===== src/rtl/axis_axi_burst_adapter.sv =====
// AXI-Stream to AXI burst adapter: splits an N-beat stream into INCR bursts
// (max length, no 4 KiB crossing), bounds outstanding bursts.
// Ports: aclk/resetn; s_a* command; s_x* stream in; m_x* data out;
// m_ax* AXI address channel; busy/done status.
module axis_axi_burst_adapter #(
    parameter int DATA_WIDTH      = 32,
    parameter int ADDR_WIDTH      = 32,
    parameter int STRB_WIDTH      = DATA_WIDTH / 8,
    parameter int ID_WIDTH        = 8,
    parameter int MAX_BURST_BEATS = 16,
    parameter int MAX_OUTSTANDING = 4
) (
    input  logic                  aclk,
    input  logic                  resetn,
    input  logic                  s_avalid,
    output logic                  s_aready,
    input  logic [ADDR_WIDTH-1:0] s_aaddr,
    input  logic [ADDR_WIDTH-1:0] s_abeats,
    input  logic                  enableAxiLastSignal,
    input  logic [DATA_WIDTH-1:0] s_xdata,
    input  logic [STRB_WIDTH-1:0] s_xstrb,
    input  logic                  s_xlast,
    input  logic                  s_xvalid,
    output logic                  s_xready,
    output logic [DATA_WIDTH-1:0] m_xdata,
    output logic [STRB_WIDTH-1:0] m_xstrb,
    output logic                  m_xlast,
    output logic                  m_xvalid,
    input  logic                  m_xready,
    output logic [ID_WIDTH-1:0]   m_axid,
    output logic [ADDR_WIDTH-1:0] m_axaddr,
    output logic [7:0]            m_axlen,
    output logic [2:0]            m_axsize,
    output logic [1:0]            m_axburst,
    output logic                  m_axlock,
    output logic [3:0]            m_axcache,
    output logic [2:0]            m_axprot,
    output logic                  m_axvalid,
    input  logic                  m_axready,
    output logic                  busy,
    output logic                  done
);
    localparam int AW    = ADDR_WIDTH;
    localparam int SZ    = $clog2(STRB_WIDTH);
    localparam int PW    = (MAX_OUTSTANDING > 1) ? $clog2(MAX_OUTSTANDING) : 1;
    localparam int DEPTH = 1 << PW;

    typedef enum logic [1:0] {IDLE, RUN, FINISH} state_t;

    state_t r_state, w_next;

    logic          r_live;
    logic          r_mode;
    logic [AW-1:0] r_addr;
    logic [AW-1:0] r_rem;
    logic [AW-1:0] r_in_left;
    logic [AW-1:0] r_in_cnt;
    logic          r_pushed;
    logic [8:0]    r_len_q [DEPTH];
    logic [PW:0]   r_wr_ptr, r_rd_ptr, r_in_ptr;

    logic                  r_mvalid, r_mlast, r_mend, r_mfinal;
    logic [DATA_WIDTH-1:0] r_mdata;
    logic [STRB_WIDTH-1:0] r_mstrb;
    logic                  r_svalid, r_slast, r_send, r_sfinal;
    logic [DATA_WIDTH-1:0] r_sdata;
    logic [STRB_WIDTH-1:0] r_sstrb;

    logic          w_accept, w_full, w_axvalid, w_push, w_aw_hs;
    logic [PW:0]   w_count;
    logic [12:0]   w_space;
    logic [AW-1:0] w_len_full;
    logic [8:0]    w_len, w_head;
    logic          w_in_avail, w_in_end, w_in_final, w_in_last;
    logic          w_in_acc, w_out_acc, w_pop, w_final_hs;
    logic          w_unused;

    assign w_accept = s_avalid && s_aready;
    assign w_count  = r_wr_ptr - r_rd_ptr;
    assign w_full   = (w_count == (PW+1)'(MAX_OUTSTANDING));

    // Beats left before the next 4 KiB page.
    assign w_space = (13'd4096 - {1'b0, r_addr[11:0]}) >> SZ;

    always_comb begin
        w_len_full = r_rem;
        if (w_len_full > AW'(MAX_BURST_BEATS))
            w_len_full = AW'(MAX_BURST_BEATS);
        if (w_len_full > AW'(w_space))
            w_len_full = AW'(w_space);
    end
    assign w_len = w_len_full[8:0];

    // Length is pushed once when the burst first appears; r_pushed keeps
    // m_axvalid held even if that push filled the FIFO.
    assign w_axvalid = (r_state == RUN) && (r_rem != '0)
                     && (r_pushed || !w_full);
    assign w_push    = w_axvalid && !r_pushed;
    assign w_aw_hs   = w_axvalid && m_axready;

    // The input side walks the FIFO with its own pointer, since up to two
    // beats can sit in the output and skid registers ahead of the pop.
    assign w_in_avail = (r_in_ptr != r_wr_ptr);
    assign w_head     = r_len_q[r_in_ptr[PW-1:0]];
    assign w_in_end   = ((r_in_cnt + 1'b1) == AW'(w_head));
    assign w_in_final = (r_in_left == AW'(1));
    assign w_in_last  = w_in_final || (w_in_end && r_mode);

    assign s_xready   = (r_state == RUN) && w_in_avail && !r_svalid;
    assign w_in_acc   = s_xvalid && s_xready;
    assign w_out_acc  = r_mvalid && m_xready;
    assign w_pop      = w_out_acc && r_mend;
    assign w_final_hs = w_out_acc && r_mfinal;

    always_comb begin
        w_next = r_state;
        unique case (r_state)
            IDLE:    if (w_accept)
                         w_next = (s_abeats == '0) ? FINISH : RUN;
            RUN:     if (w_final_hs) w_next = FINISH;
            FINISH:  w_next = IDLE;
            default: w_next = IDLE;
        endcase
    end

    always_ff @(posedge aclk or negedge resetn) begin
        if (!resetn) r_state <= IDLE;
        else         r_state <= w_next;
    end

    always_ff @(posedge aclk or negedge resetn) begin
        if (!resetn) begin
            r_live    <= 1'b0;
            r_mode    <= 1'b0;
            r_addr    <= '0;
            r_rem     <= '0;
            r_in_left <= '0;
            r_in_cnt  <= '0;
            r_pushed  <= 1'b0;
            r_wr_ptr  <= '0;
            r_rd_ptr  <= '0;
            r_in_ptr  <= '0;
        end else begin
            r_live <= 1'b1;
            if (w_accept) begin
                r_addr    <= s_aaddr & ~AW'(STRB_WIDTH - 1);
                r_rem     <= s_abeats;
                r_in_left <= s_abeats;
                r_mode    <= enableAxiLastSignal;
                r_in_cnt  <= '0;
                r_pushed  <= 1'b0;
            end
            if (w_push) begin
                r_wr_ptr <= r_wr_ptr + 1'b1;
                r_pushed <= 1'b1;
            end
            if (w_aw_hs) begin
                r_addr   <= r_addr + (w_len_full << SZ);
                r_rem    <= r_rem - w_len_full;
                r_pushed <= 1'b0;
            end
            if (w_in_acc) begin
                r_in_left <= r_in_left - 1'b1;
                if (w_in_end) begin
                    r_in_cnt <= '0;
                    r_in_ptr <= r_in_ptr + 1'b1;
                end else begin
                    r_in_cnt <= r_in_cnt + 1'b1;
                end
            end
            if (w_pop)
                r_rd_ptr <= r_rd_ptr + 1'b1;
        end
    end

    always_ff @(posedge aclk) begin
        if (w_push)
            r_len_q[r_wr_ptr[PW-1:0]] <= w_len;
    end

    // Output register with a one-entry skid buffer behind it.
    always_ff @(posedge aclk or negedge resetn) begin
        if (!resetn) begin
            r_mvalid <= 1'b0;
            r_mlast  <= 1'b0;
            r_mend   <= 1'b0;
            r_mfinal <= 1'b0;
            r_mdata  <= '0;
            r_mstrb  <= '0;
            r_svalid <= 1'b0;
            r_slast  <= 1'b0;
            r_send   <= 1'b0;
            r_sfinal <= 1'b0;
            r_sdata  <= '0;
            r_sstrb  <= '0;
        end else if (!r_mvalid || m_xready) begin
            if (r_svalid) begin
                r_mvalid <= 1'b1;
                r_mdata  <= r_sdata;
                r_mstrb  <= r_sstrb;
                r_mlast  <= r_slast;
                r_mend   <= r_send;
                r_mfinal <= r_sfinal;
                r_svalid <= 1'b0;
            end else if (w_in_acc) begin
                r_mvalid <= 1'b1;
                r_mdata  <= s_xdata;
                r_mstrb  <= s_xstrb;
                r_mlast  <= w_in_last;
                r_mend   <= w_in_end;
                r_mfinal <= w_in_final;
            end else begin
                r_mvalid <= 1'b0;
                r_mlast  <= 1'b0;
            end
        end else if (w_in_acc) begin
            r_svalid <= 1'b1;
            r_sdata  <= s_xdata;
            r_sstrb  <= s_xstrb;
            r_slast  <= w_in_last;
            r_send   <= w_in_end;
            r_sfinal <= w_in_final;
        end
    end

    assign s_aready  = r_live && (r_state == IDLE);
    assign busy      = (r_state == RUN);
    assign done      = (r_state == FINISH);

    assign m_xdata   = r_mdata;
    assign m_xstrb   = r_mstrb;
    assign m_xlast   = r_mlast;
    assign m_xvalid  = r_mvalid;

    assign m_axid    = '0;
    assign m_axaddr  = r_addr;
    assign m_axlen   = w_len_full[7:0] - 8'd1;
    assign m_axsize  = 3'(SZ);
    assign m_axburst = 2'b01;
    assign m_axlock  = 1'b0;
    assign m_axcache = 4'b0011;
    assign m_axprot  = 3'b000;
    assign m_axvalid = w_axvalid;

    assign w_unused = ^{s_xlast, w_len_full[AW-1:9]};
endmodule


===== config.mk =====
export PLATFORM = sky130hd
export DESIGN_NAME = axis_axi_burst_adapter
export DESIGN_NICKNAME = d
export VERILOG_FILES = /design/src/rtl/axis_axi_burst_adapter.sv
export SDC_FILE = /design/constraint.sdc
export NUM_CORES = 1
export LEC_CHECK = 0
export BUFFER_PORTS_ARGS = -buffer_cell sky130_fd_sc_hd__clkbuf_2
export CAP_MARGIN = 20
export CORE_MARGIN = 3
export CORE_UTILIZATION = 64
export DETAILED_ROUTE_END_ITERATION = 12
export PLACE_DENSITY = 0.87
export SLEW_MARGIN = 10
export SYNTH_ARGS = -nofsm -noshare
export SYNTH_HDL_FRONTEND = slang
export SYNTH_SLANG_ARGS = --single-unit

===== constraint.sdc =====
create_clock -name aclk -period 16.39 [get_ports aclk]
set_input_delay 0 -clock aclk [delete_from_list [all_inputs] [get_ports aclk]]
set_output_delay 0 -clock aclk [all_outputs]
set_load 0.02 [all_outputs]

== After elaboration in Yosys (flattened, before gate mapping) ==
Memories as Yosys holds them, arrays and structs flattened.
Cells that the tools add are included.
Widths: inputs -> output; s select.

* Mux-type cells: 33
* Shifts and indexed selects: 0
* Equality and inequality tests: 8
* $mul: 0
* Bitwise logic cells: 1
* Reductions and logical operators: 32
* $add $sub $neg: 10
* $lt $le $gt $ge: 2
* Divide/modulo/power cells: 0

{| class="wikitable"
|+ Operators with widths
! cell !! count
|-
| $mux 32 || 12
|-
| $add 32x1->32 const B || 1
|-
| $add 32x32->32 || 1
|-
| $eq 32x1->1 const B || 1
|-
| $eq 32x9->1 || 1
|-
| $gt 32x11->1 || 1
|-
| $gt 32x5->1 const B || 1
|-
| $logic_not 32->1 || 1
|-
| $reduce_bool 32->1 || 1
|-
| $sub 32x1->32 const B || 1
|-
| $sub 32x32->32 || 1
|-
| $mux 1 || 15
|-
| $logic_and 1x1->1 || 13
|-
| $sub 13x12->13 const A || 1
|-
| $add 3x1->3 const B || 3
|-
| $mux 4 || 2
|-
| $reduce_and 2->1 || 4
|-
| $reduce_bool 2->1 || 4
|-
| $sub 8x1->8 const B || 1
|-
| $mux 2 || 3
|-
| $logic_not 1->1 || 4
|-
| $pmux 2 s2 || 1
|-
| $eq 3x3->1 const B || 1
|-
| $logic_or 1x1->1 || 3
|-
| other kinds (9) || 9
|}

* Logic and storage cells: 110
* Bits in registers: 222
* Memories: 1
* Memory bits (read-only): 0
* Input bits: 108
* RAM bits: 36
* Bits in latches: 0

{| class="wikitable"
|+ Memories
! name !! words !! bits a word !! rd ports !! clocked after Yosys merged registers in !! wr ports !! line !! RTL
|-
| r_len_q || 4 || 9 || 1 || 0 || 1 || 59 || <nowiki>logic [8:0] r_len_q [DEPTH];</nowiki>
|}

== Longest topological paths before layout ==
Gate-level depths: netlist of the first run.

* Word-level depth: 8
* Depth in mapped cells: 25
* Gate-level depth less buffers: 25

== Worst setup path before layout of the first run ==
Ideal clock, no wire load.

* Path type: register to register
* Start: reg r_rem[6]
* End: reg r_rem[29]
* Clock period less this slack: 5.578 ns
* Setup time: 0.138 ns
* Stages on the path, launching flop included: 24
* Required time: 16.252 ns
* Setup slack: 10.812 ns
* Arrival time: 5.439 ns
* Cells stage by stage: dfrtp_1 > nor4_1 > nand4_1 > nor2_1 > and3_1 > ha_1 > nor2b_1 > o211ai_1 > a21oi_1 > o21ai_1 > clkbuf_1 > nor2_1 > a21oi_1 > ha_1 > nor2b_1 > o31ai_1 > a21oi_1 > or2_2 > maj3_1 > o21ai_0 > a31oi_1 > o31ai_1 > o221a_2 > o21ai_0

* Word-level cells in the longest chain between the ends: 6

{| class="wikitable"
|+ Ends and longest elaborated chain
! item !! line !! RTL
|-
| from (decl) || 55 || <nowiki>logic [AW-1:0] r_rem;</nowiki>
|-
| from (signal assigned) || 147 || <nowiki>r_rem <= s_abeats;</nowiki>
|-
| from (signal assigned) || 159 || <nowiki>r_rem <= r_rem - w_len_full;</nowiki>
|-
| $gt 32x5->1 || 87 || <nowiki>if (w_len_full > AW'(MAX_BURST_BEATS))</nowiki>
|-
| $mux 32 || 87 ||
|-
| $gt 32x11->1 || 89 || <nowiki>if (w_len_full > AW'(w_space))</nowiki>
|-
| $mux 32 || 89 ||
|-
| $sub 32x32->32 || 159 ||
|-
| $mux 32 || 157 || <nowiki>if (w_aw_hs) begin</nowiki>
|}

Parallel ways exist; a longest one is shown, timed or not.
A chain may end at the register's enable or synchronous reset.

== Final worst setup path of the first run ==
Same ends and word-level chain as after synthesis.

==> qor.yml, run 1 <==
status: "complete, no violations"
core_sq_um: 24700
fin_skew_ns: 0.0151
avgSynthCellArea_sq_um: 8.67
grt_max_degree: 83
cts_resized: 0
rsz0062_at_grt: "false"
powerDensity_nw_per_um2: 186
arrival_ns: 8.13
switching_share_pct: 45.3
die_h_um: 166
power.switching_uw: 1640
end_kind: "register"
required_ns: 16.78
seq_area_frac_synth_pct: 40.4
postLayoutCoreUtil_pct: 78.9
dr.first_iter.drc_count: 1640
finalHoldViolCount: 0
die_x_um: 166
critical_path.max_fanout: 14
grt_pass1_vias: 15895
fin_setup_tns_ns: 0
slew_violations: 0
insertion_delay_ns: 0.55
post-route-period-util_pct: 47.3
dieArea_sq_um: 27400
worstMarginPinSlew_ns: 1.05
dpl.cell_count: 2351
postCtsSetupBuffers: 0
num_vias: 16163
synth_edf_count: 36
syn_to_final_growth_pct: 19.3
nets: 2354
timing.rr.start: "r_rem[6]$_DFFE_PN0P_"
vdd_drop_max_mv: 0.119
hold_path_class: "in -> async"
p_leak_uw: 0.00881
cap_viol_max_count: 0
finalCriticalPeriod_ns: 7.75
design_area_sq_um: 19500
reg2reg_depth: 22
drt_first_pass_iters: 6
layout-drive-gt1-share_pct: 13.7
io_buffers: 185
setup_viol: 0
fmax_ghz: 0.129
synth_seq_cells: 256
ctsHoldBuffers: 102
cts_made_buffers: 28
cts_tree: "done"
synth_common_cells: "nand2_1, dfrtp_1, o21ai_0"
hpwlAfterDp_um: 30400
wl_per_cell_um: 19.6
gp_congestion: 0.954
slew_headroom_pct: 29.4
initial_core_util_pct: 66.1
synth_most_common_cell: "nand2_1"
async_flop_share_pct: 85.9
synth_cell_types: 82
synthTopCellsByArea: "dfrtp_1, nand2_1, edfxtp_1"
antenna_found_initial: 1
internal_power_uw: 1980
p_seq_share_pct: 30.2
dominantRegCellSynth: "dfrtp_1"
cp-start-kind: "register"
track_usage_pct: 34.6
wl_um: 49100
viasPerCell: 6.44
grt_pass1_wl_um: 79900
yosysTopAreaCellShare_pct: 33.7
overflow: 0
h-tree-depth: 1
crit_start: "r_rem[6]$_DFFE_PN0P_"
p_comb_share_pct: 51.9
cts_root_buffer: "clkbuf_16"
clk_pin_slew_ns: 0.07
yosysTopAreaCell: "dfrtp_1"
yosys_warnings: 0
placed_area_sq_um: 17500
crit_type: "reg -> reg"
layoutNonFillerInstCount: 2508
syn_inst: 1881
cts_max_path_buffers: 3
route.detailed.drc: 0
rows: 57
pwr-share-clk_pct: 17.9
pin_count: 212
antenna_left: 0
cts_sinks: 256
syn-cell-area_sq_um: 16300
## final timing paths
| path | end | slack, ns |
|---|---|---|
| min in group aclk | m_axaddr[27]$_DFFE_PN0P_ | 0.06 |
| max in group asynchronous | m_xdata[8]$_DFFE_PN0P_ | 14.32 |
| min | r_in_cnt[3]$_DFFE_PN0P_ | 0.004 |
| min reg2reg | r_state[1]$_DFFE_PN0P_ | 0.47 |
| max | r_rem[29]$_DFFE_PN0P_ | 8.64 |
| max reg2reg | r_rem[29]$_DFFE_PN0P_ | 8.64 |
## registers in the layout (all words and copies together) (netlist names), 2 cells and up
register / count
m_xstrb: 4
r_in_left: 32
r_rem: 32
r_rd_ptr: 3
r_in_ptr: 3
r_sstrb: 4
r_in_cnt: 32
m_axaddr: 30
m_xdata: 32
r_len_q: 36
r_wr_ptr: 3
r_state: 2
r_sdata: 32
## cell usage in the layout, fill, tap and decap left out, types with 9 or more instances in the layout
cell and n:
nand4_1 21, a21oi_1 99, nand3_1 62, o211ai_1 23, or2_2 12, a211oi_1 14
edfxtp_1 36, nor2_1 99, nand2_1 350, and3_1 28, ha_1 83, dfrtp_1 219
nor2b_1 9, nor3_1 39, and2_1 10, o21a_1 16, o21ai_0 154, dlygate4sd3_1 102
a21o_1 27, xor2_1 21, or3_1 12, xnor2_1 44, nor4_1 38, mux2i_1 44
buf_4 13, nand2b_1 26, and4_1 9, inv_1 56, conb_1 68, clkbuf_2 185
a31oi_1 43, a22oi_1 9, clkbuf_16 28, mux4_2 9, o31ai_1 14
## stage by stage
step                      setup WS, ns  hold WS [ns]  total power, uW
after detailed placement          9.01        0.0256             2840
after global placement            9.25        0.0113             2750
after global routing              8.24        0.0518             3850
after CTS                         8.95        0.0311             3520
after floorplan                  10.81        -0.296             2380
final                             8.64       0.00385             3610
## cell type report
class / count / area [sq um]
Multi-Input combinational cell: 1517 / 9240
Sequential cell: 256 / 6590
Fill cell: 1552 / 5220
Timing Repair Buffer: 302 / 2080
Clock buffer: 35 / 767
Tap cell: 324 / 405
Inverter: 56 / 210
Clock inverter: 17 / 170
Antenna cell: 1 / 2.50
## power by group through the flow
stage	Clock [uW]	Combinational, uW	Sequential, uW
4_1_cts	646	1800	1070
3_3_place_gp	0	1690	1060
6_report	647	1880	1090
5_1_grt	677	2060	1110
3_5_place_dp	0	1760	1080
2_1_floorplan	0	1260	1120
## worst max-delay path, stage by stage, from the launching register on
cell and delay [ns]:
dfrtp_1 0.44, nor4_1 0.50, nand4_1 0.29, nor2_1 0.41, and3_1 0.27, ha_1 0.25, nor2b_1 0.14, o211ai_1 0.17
a21oi_1 0.12, o21ai_1 0.84, nor2_1 0.12, a21oi_1 0.58, ha_1 0.36, nor2b_1 0.15, o31ai_1 0.34, a21oi_1 0.14
or2_2 0.30, maj3_1 0.45, o21ai_0 0.46, a31oi_1 0.34, o31ai_1 0.55, o221a_2 0.29, o21ai_0 0.07
## cell families after synthesis
logic type | share of synthesized area, %
buffers and inverters | 4.64
AND/OR/NAND/NOR | 21.5
flip-flops | 40.4
AO/OA/AOI/OAI | 18.9
other | 0.0460
XOR/XNOR | 3.49
multiplexers | 4.29
adder cells (fa/ha/maj) | 6.80
## per-layer routing
metal,track usage (%),vias up,wire length (um)
li1,-,7281,-
met1,44.0,7670,18500
met2,58.2,970,23900
met3,5.34,242,3970
met4,17.1,0,2790
met5,0,-,0
Note: power is estimated with default switching activity, not from simulation.
==> inputs of run 2 (changes only) <==
ABC_AREA = 1   (was default)
CORE_UTILIZATION = 54   (was 64)
PLACE_DENSITY = 0.78   (was 0.87)
clock period = 6.29 ns   (was 16.39 ns; I/O delays follow)
==> qor.yml, run 2 <==
dr.first_iter.drc_count: 1410  # -14%
viasPerCell: 5.57  # -14%
setup_viol: 0  # unchanged
overflow: 0  # unchanged
setup_ws_ns: 0.642  # -8.00 ns
clk_pin_slew_ns: 0.07  # about the same
grt_max_degree: 108  # +30%
finalHoldViolCount: 0  # unchanged
cts_root_buffer: "clkbuf_16"
syn-cell-area_sq_um: 16700  # +2.3%
pre_cts_slack_ns: 0.544  # -8.47 ns
cts_max_path_buffers: 3  # unchanged
cp-start-kind: "register"
grt_pass1_vias: 16012  # +0.74%
io_buffers: 185  # unchanged
pin_count: 212  # unchanged
final_cell_mix: "nand2_1, nor2_1, dfrtp_1"
antenna_left: 0  # unchanged
end_kind: "register"
hold_path_class: "in -> async"
critPathSlowestCell: "dfrtp_1"
hpwlAfterDp_um: 33500  # +10%
postCtsSetupBuffers: 0  # unchanged
dieArea_sq_um: 33000  # +20%
cts_tree: "done"
route.detailed.drc: 0  # unchanged
cap_viol_max_count: 0  # unchanged
yosysTopAreaCell: "dfrtp_1"
powerDensity_nw_per_um2: 482  # +160%
finalCriticalPeriod_ns: 5.65  # -2.10 ns
slew_violations: 0  # unchanged
syn_to_final_growth_pct: 21.0
fin_setup_tns_ns: 0  # unchanged
drt_first_pass_iters: 5  # -1
core_sq_um: 30000  # +22%
rows: 63  # +11%
cts_made_buffers: 29  # +3.6%
nets: 2753  # +17%
yosysTopAreaCellShare_pct: 33.0  # -0.75 points
crit_type: "reg -> reg"
synth_cell_types: 59  # -28%
async_flop_share_pct: 85.9  # unchanged
vdd_drop_max_mv: 0.266  # +120%
grt_pass1_wl_um: 80400  # +0.61%
worstMarginPinSlew_ns: 1.05  # -0.00460 ns
grtUsageMet2_pct: 49.0  # -9.3 points
status: "complete, no violations"
synth_common_cells: "nand2_1, nor2_1, dfrtp_1"
worst_r2r_endpoint: "m_axaddr[31]$_DFFE_PN0P_"
antenna_found_initial: 1  # unchanged
fmax_ghz: 0.177  # +37%
wl_um: 49300  # +0.29%
num_vias: 16565  # +2.5%
synthTopCellsByArea: "dfrtp_1, nand2_1, edfxtp_1"
layout-drive-gt1-share_pct: 11.8  # -2.0 points
synth_seq_cells: 256  # unchanged
whs_ns: 0.0415  # +0.0376 ns
power_uw: 9730  # +170%
syn_inst: 2240  # +19%
insertion_delay_ns: 0.57  # +0.02 ns
synth_most_common_cell: "nand2_1"
cts_sinks: 256  # unchanged
gp_congestion: 0.998  # +4.7%
gr-usage-met3_pct: 4.03  # -1.3 points
reg2reg_depth: 39  # +77%
rsz0062_at_grt: "false"
yosys_warnings: 0  # unchanged
wl_per_cell_um: 16.6  # -15%
initial_core_util_pct: 55.6  # -11 points
fin_skew_ns: 0.0150  # -0.0000861 ns
h-tree-depth: 1  # unchanged
timing.critical_path.mode_cell: "nand2_1"
synth_edf_count: 36  # unchanged
dominantRegCellSynth: "dfrtp_1"
slew_headroom_pct: 30.0  # +0.61 points
largest_reg_flops: 36  # unchanged
timing.rr.start: "r_rem[23]$_DFFE_PN0P_"
die_x_um: 182  # +9.7%
avgSynthCellArea_sq_um: 7.45  # -14%
post-route-period-util_pct: 89.8  # +43 points
p_leak_uw: 0.00997  # +13%
track_usage_pct: 29.2  # -5.4 points
r2r_slack_ns: 0.64  # -8.00 ns
grt-busiest-layer: "met2"
seq_area_frac_synth_pct: 39.5  # -0.90 points
mostFrequentLayoutCell: "nand2_1"
required_ns: 6.74  # -10.04 ns
slowest_delay_ns: 0.40  # -0.44 ns
arrival_ns: 6.10  # -2.03 ns
fillers: 2410  # +55%
use_met1_pct: 39.1  # -4.9 points
critical_path.max_fanout: 8  # -6
die_h_um: 182  # +9.7%
==> run 2: worst max-delay path by stage <==
stage,cells past startpoint,start,end,slack [ns]
CTS,38,r_rem[27]$_DFFE_PN0P_,m_axaddr[31]$_DFFE_PN0P_,0.50
global placement,38,r_rem[27]$_DFFE_PN0P_,m_axaddr[31]$_DFFE_PN0P_,0.70
global route,38,r_rem[27]$_DFFE_PN0P_,m_axaddr[31]$_DFFE_PN0P_,0.05
finish,39,r_rem[23]$_DFFE_PN0P_,m_axaddr[31]$_DFFE_PN0P_,0.64
floorplan,28,m_axaddr[3]$_DFFE_PN0P_,m_axaddr[28]$_DFFE_PN0P_,1.30
detailed placement,38,r_rem[27]$_DFFE_PN0P_,m_axaddr[31]$_DFFE_PN0P_,0.54
==> run 2: metrics by stage <==
stage                     std cells  cell area [sq um]  util [%]
after floorplan                2306              16900         -
after global placement         2815              18100      60.3
after detailed placement       2815              18100      60.3
after CTS                      2973              20200      67.1
after global routing           2974              20200      67.2
final                          2974              20200      67.2
==> run 2: layout make-up <==
cell class	instances	area, sq um	area share (%)
Multi-Input combinational cell	1752	9150	45.3
Tap cell	390	488	2.42
Timing Repair Buffer	311	2140	10.6
Clock buffer	38	821	4.07
Inverter	210	788	3.91
Sequential cell	256	6590	32.6
Clock inverter	16	203	1.00
Antenna cell	1	2.50	0.0124
==> run 2: logic make-up (layout without fill, tap and decap cells) <==
group                    count (synthesis)  count (layout)  share of synthesized area, %
other                                    2              69                        0.0450
flip-flops                             256             256                          39.5
AND/OR/NAND/NOR                       1145            1145                          29.1
buffers and inverters                  298             575                          7.32
XOR/XNOR                                94              94                          5.02
AO/OA/AOI/OAI                          360             360                          12.6
adder cells (fa/ha/maj)                 85              85                          6.46
==> run 2: repair_timing <==
action,CTS,global route
setup endpoints to repair,0,10
hold endpoints to repair,282,0
hold buffers,104,0
resized for setup,0,3
==> run 2: critical path, delay by kind of cell, from the launching register on <==
kind            cells  cell delay, ns
flops               1            0.40
buf+inv             4            0.61
simple gates       27            2.79
compound gates      6            1.18
fa+ha+maj           2            0.55
==> run 2: where the power goes <==
part / internal (uW) / total (uW) / switching [uW]
Combinational: 1740 / 5070 / 3320
Clock: 1090 / 1810 / 723
Sequential: 2340 / 2850 / 514
Total: 5170 / 9730 / 4560
==> run 2: layer usage <==
metal,share of wire (%),routed length [um],up-vias
li1,-,-,7984
met1,42,20800,7772
met2,47,23400,668
met3,6.6,3280,141
met4,3.7,1820,0
met5,0,0,-
==> inputs of run 3 (changes only) <==
ABC_AREA = default   (was 1)
CORE_UTILIZATION = 53   (was 54)
PLACE_DENSITY = 0.77   (was 0.78)
==> qor.yml, run 3 (synthesis results as in run 1) <==
hold_start: "s_xvalid"
setup_viol: 0  # unchanged
cp.buffers_inverters: 3  # -1
pin_count: 212  # unchanged
insertion_delay_ns: 0.56  # about the same
r2r_slack_ns: 0.40  # -0.24 ns
setup_ws_ns: 0.402  # -0.240 ns
viasPerCell: 5.98  # +7.4%
route.detailed.drc: 0  # unchanged
cts_root_buffer: "clkbuf_16"
antenna_left: 0  # unchanged
grt_max_degree: 188  # +74%
hold_path_depth: 3
post-route-period-util_pct: 93.6  # +3.8 points
hpwlAfterDp_um: 31100  # -7.3%
die_x_um: 181  # -0.18%
fin_setup_tns_ns: 0  # unchanged
powerDensity_nw_per_um2: 479  # -0.69%
grt_pass1_wl_um: 76100  # -5.3%
critical_path.max_fanout: 13  # +5
cts_tree: "done"
num_vias: 15450  # -6.7%
die_h_um: 181  # -0.18%
track_usage_pct: 27.5  # -1.7 points
dieArea_sq_um: 32900  # -0.36%
critPathSlowestCell: "maj3_1"
final_cell_mix: "nand2_1, dfrtp_1, clkbuf_2"
io_buffers: 185  # unchanged
fillers: 2380  # -1.2%
core_sq_um: 30000  # -0.26%
vdd_drop_max_mv: 0.303  # +14%
cap_viol_max_count: 0  # unchanged
clk_pin_slew_ns: 0.06  # about the same
seq_area_sq_um: 6590  # about the same
fmax_ghz: 0.170  # -4.1%
finalCriticalPeriod_ns: 5.89  # +0.240 ns
timing.rr.start: "r_rem[31]$_DFFE_PN0P_"
reg2reg_depth: 25  # -36%
hold_path_end: "r_in_left[3]$_DFFE_PN0P_"
slowest_delay_ns: 0.45  # +0.05 ns
cts_made_buffers: 28  # -3.4%
worstMarginPinSlew_ns: 1.12  # +0.0741 ns
arrival_ns: 6.35  # +0.25 ns
slew_headroom_pct: 25.3  # -4.8 points
antennaDiodeCount: 0  # -1
gp_congestion: 0.962  # -3.6%
whs_ns: 0.0952  # +0.0537 ns
worst_r2r_endpoint: "r_rem[25]$_DFFE_PN0P_"
pre_cts_slack_ns: 0.0933  # -0.451 ns
finalHoldViolCount: 0  # unchanged
slew_violations: 0  # unchanged
nets: 2364  # -14%
end_kind: "register"
wl_um: 46200  # -6.2%
cts_max_path_buffers: 3  # unchanged
dr.first_iter.drc_count: 1398  # -0.85%
crit_family: "compound AO/OA/AOI/OAI gates"
status: "complete, no violations"
drt_first_pass_iters: 7  # +2
multi_input_area_sq_um: 9280  # +1.4%
p_leak_uw: 0.00890  # -11%
largest_reg_flops: 36  # unchanged
antenna_found_initial: 0  # -1
initial_core_util_pct: 54.5  # -1.1 points
overflow: 0  # unchanged
cp-start-kind: "register"
mostFrequentLayoutCell: "nand2_1"
rows: 63  # unchanged
fin_skew_ns: 0.0188  # +0.00379 ns
power_uw: 9450  # -2.8%
layout-drive-gt1-share_pct: 14.4  # +2.6 points
wl_per_cell_um: 17.9  # +8.0%
crit_type: "reg -> reg"
postCtsSetupBuffers: 0  # unchanged
worstSetupPathDepth: 25  # -36%
required_ns: 6.75  # about the same
grt_pass1_vias: 15626  # -2.4%
cts_sinks: 256  # unchanged
syn_to_final_growth_pct: 21.1  # about the same
hold_path_class: "in -> reg"
h-tree-depth: 1  # unchanged
[run 3: metrics by stage]
step                utilization [%]  instance area, sq um  std cells
finish                         65.9                 19700       2583
global route                   65.9                 19700       2583
CTS                            65.8                 19700       2583
detailed placement             58.9                 17700       2428
global placement               58.9                 17700       2428
floorplan                         -                 16600       1947
[run 3: tightest hold or removal path, cell delays in order]
cell and delay [ns]:
clkbuf_2 0.13, and3_1 0.25, o211ai_1 0.22
[run 3: repair_timing]
| item | in CTS | in global routing |
|---|---|---|
| gates resized for setup | 0 | 10 |
| endpoints found under the hold margin | 392 | 0 |
| hold buffers | 103 | 0 |
| setup endpoints to repair | 0 | 21 |
[run 3: power breakdown]
part           internal, uW  total, uW  switching [uW]
registers              2320       2800             483
logic                  1920       4870            2950
clock network          1070       1780             711
[run 3: area by class of cell]
class                           instances  area share, %
Multi-Input combinational cell       1517           47.0
Tap cell                              390           2.47
Clock buffer                           37           4.07
Clock inverter                         15           1.06
Sequential cell                       256           33.4
Inverter                               56           1.06
Timing Repair Buffer                  312           11.0
[run 3: layer usage]
layer / up-vias / track usage [%] / share of wire (%) / wire length [um]
met3: 139 / 4.97 / 6.9 / 3210
met1: 7398 / 34.7 / 40 / 18600
met4: 0 / 11.0 / 3.7 / 1710
li1: 7297 / - / - / -
met2: 616 / 47.0 / 49 / 22700
met5: - / 0 / 0 / 0
[run 3: worst max path at each step]
stage / endpoint / slack (ns) / startpoint
after floorplan: r_rem[29]$_DFFE_PN0P_ / 0.71 / r_rem[6]$_DFFE_PN0P_
after global placement: m_axaddr[30]$_DFFE_PN0P_ / 0.20 / r_rem[31]$_DFFE_PN0P_
after detailed placement: m_axaddr[30]$_DFFE_PN0P_ / 0.09 / r_rem[31]$_DFFE_PN0P_
after CTS: m_axaddr[30]$_DFFE_PN0P_ / 0.05 / r_rem[31]$_DFFE_PN0P_
after global routing: m_axaddr[31]$_DFFE_PN0P_ / -0.005 / m_axaddr[5]$_DFFE_PN0P_
final: r_rem[25]$_DFFE_PN0P_ / 0.40 / r_rem[31]$_DFFE_PN0P_
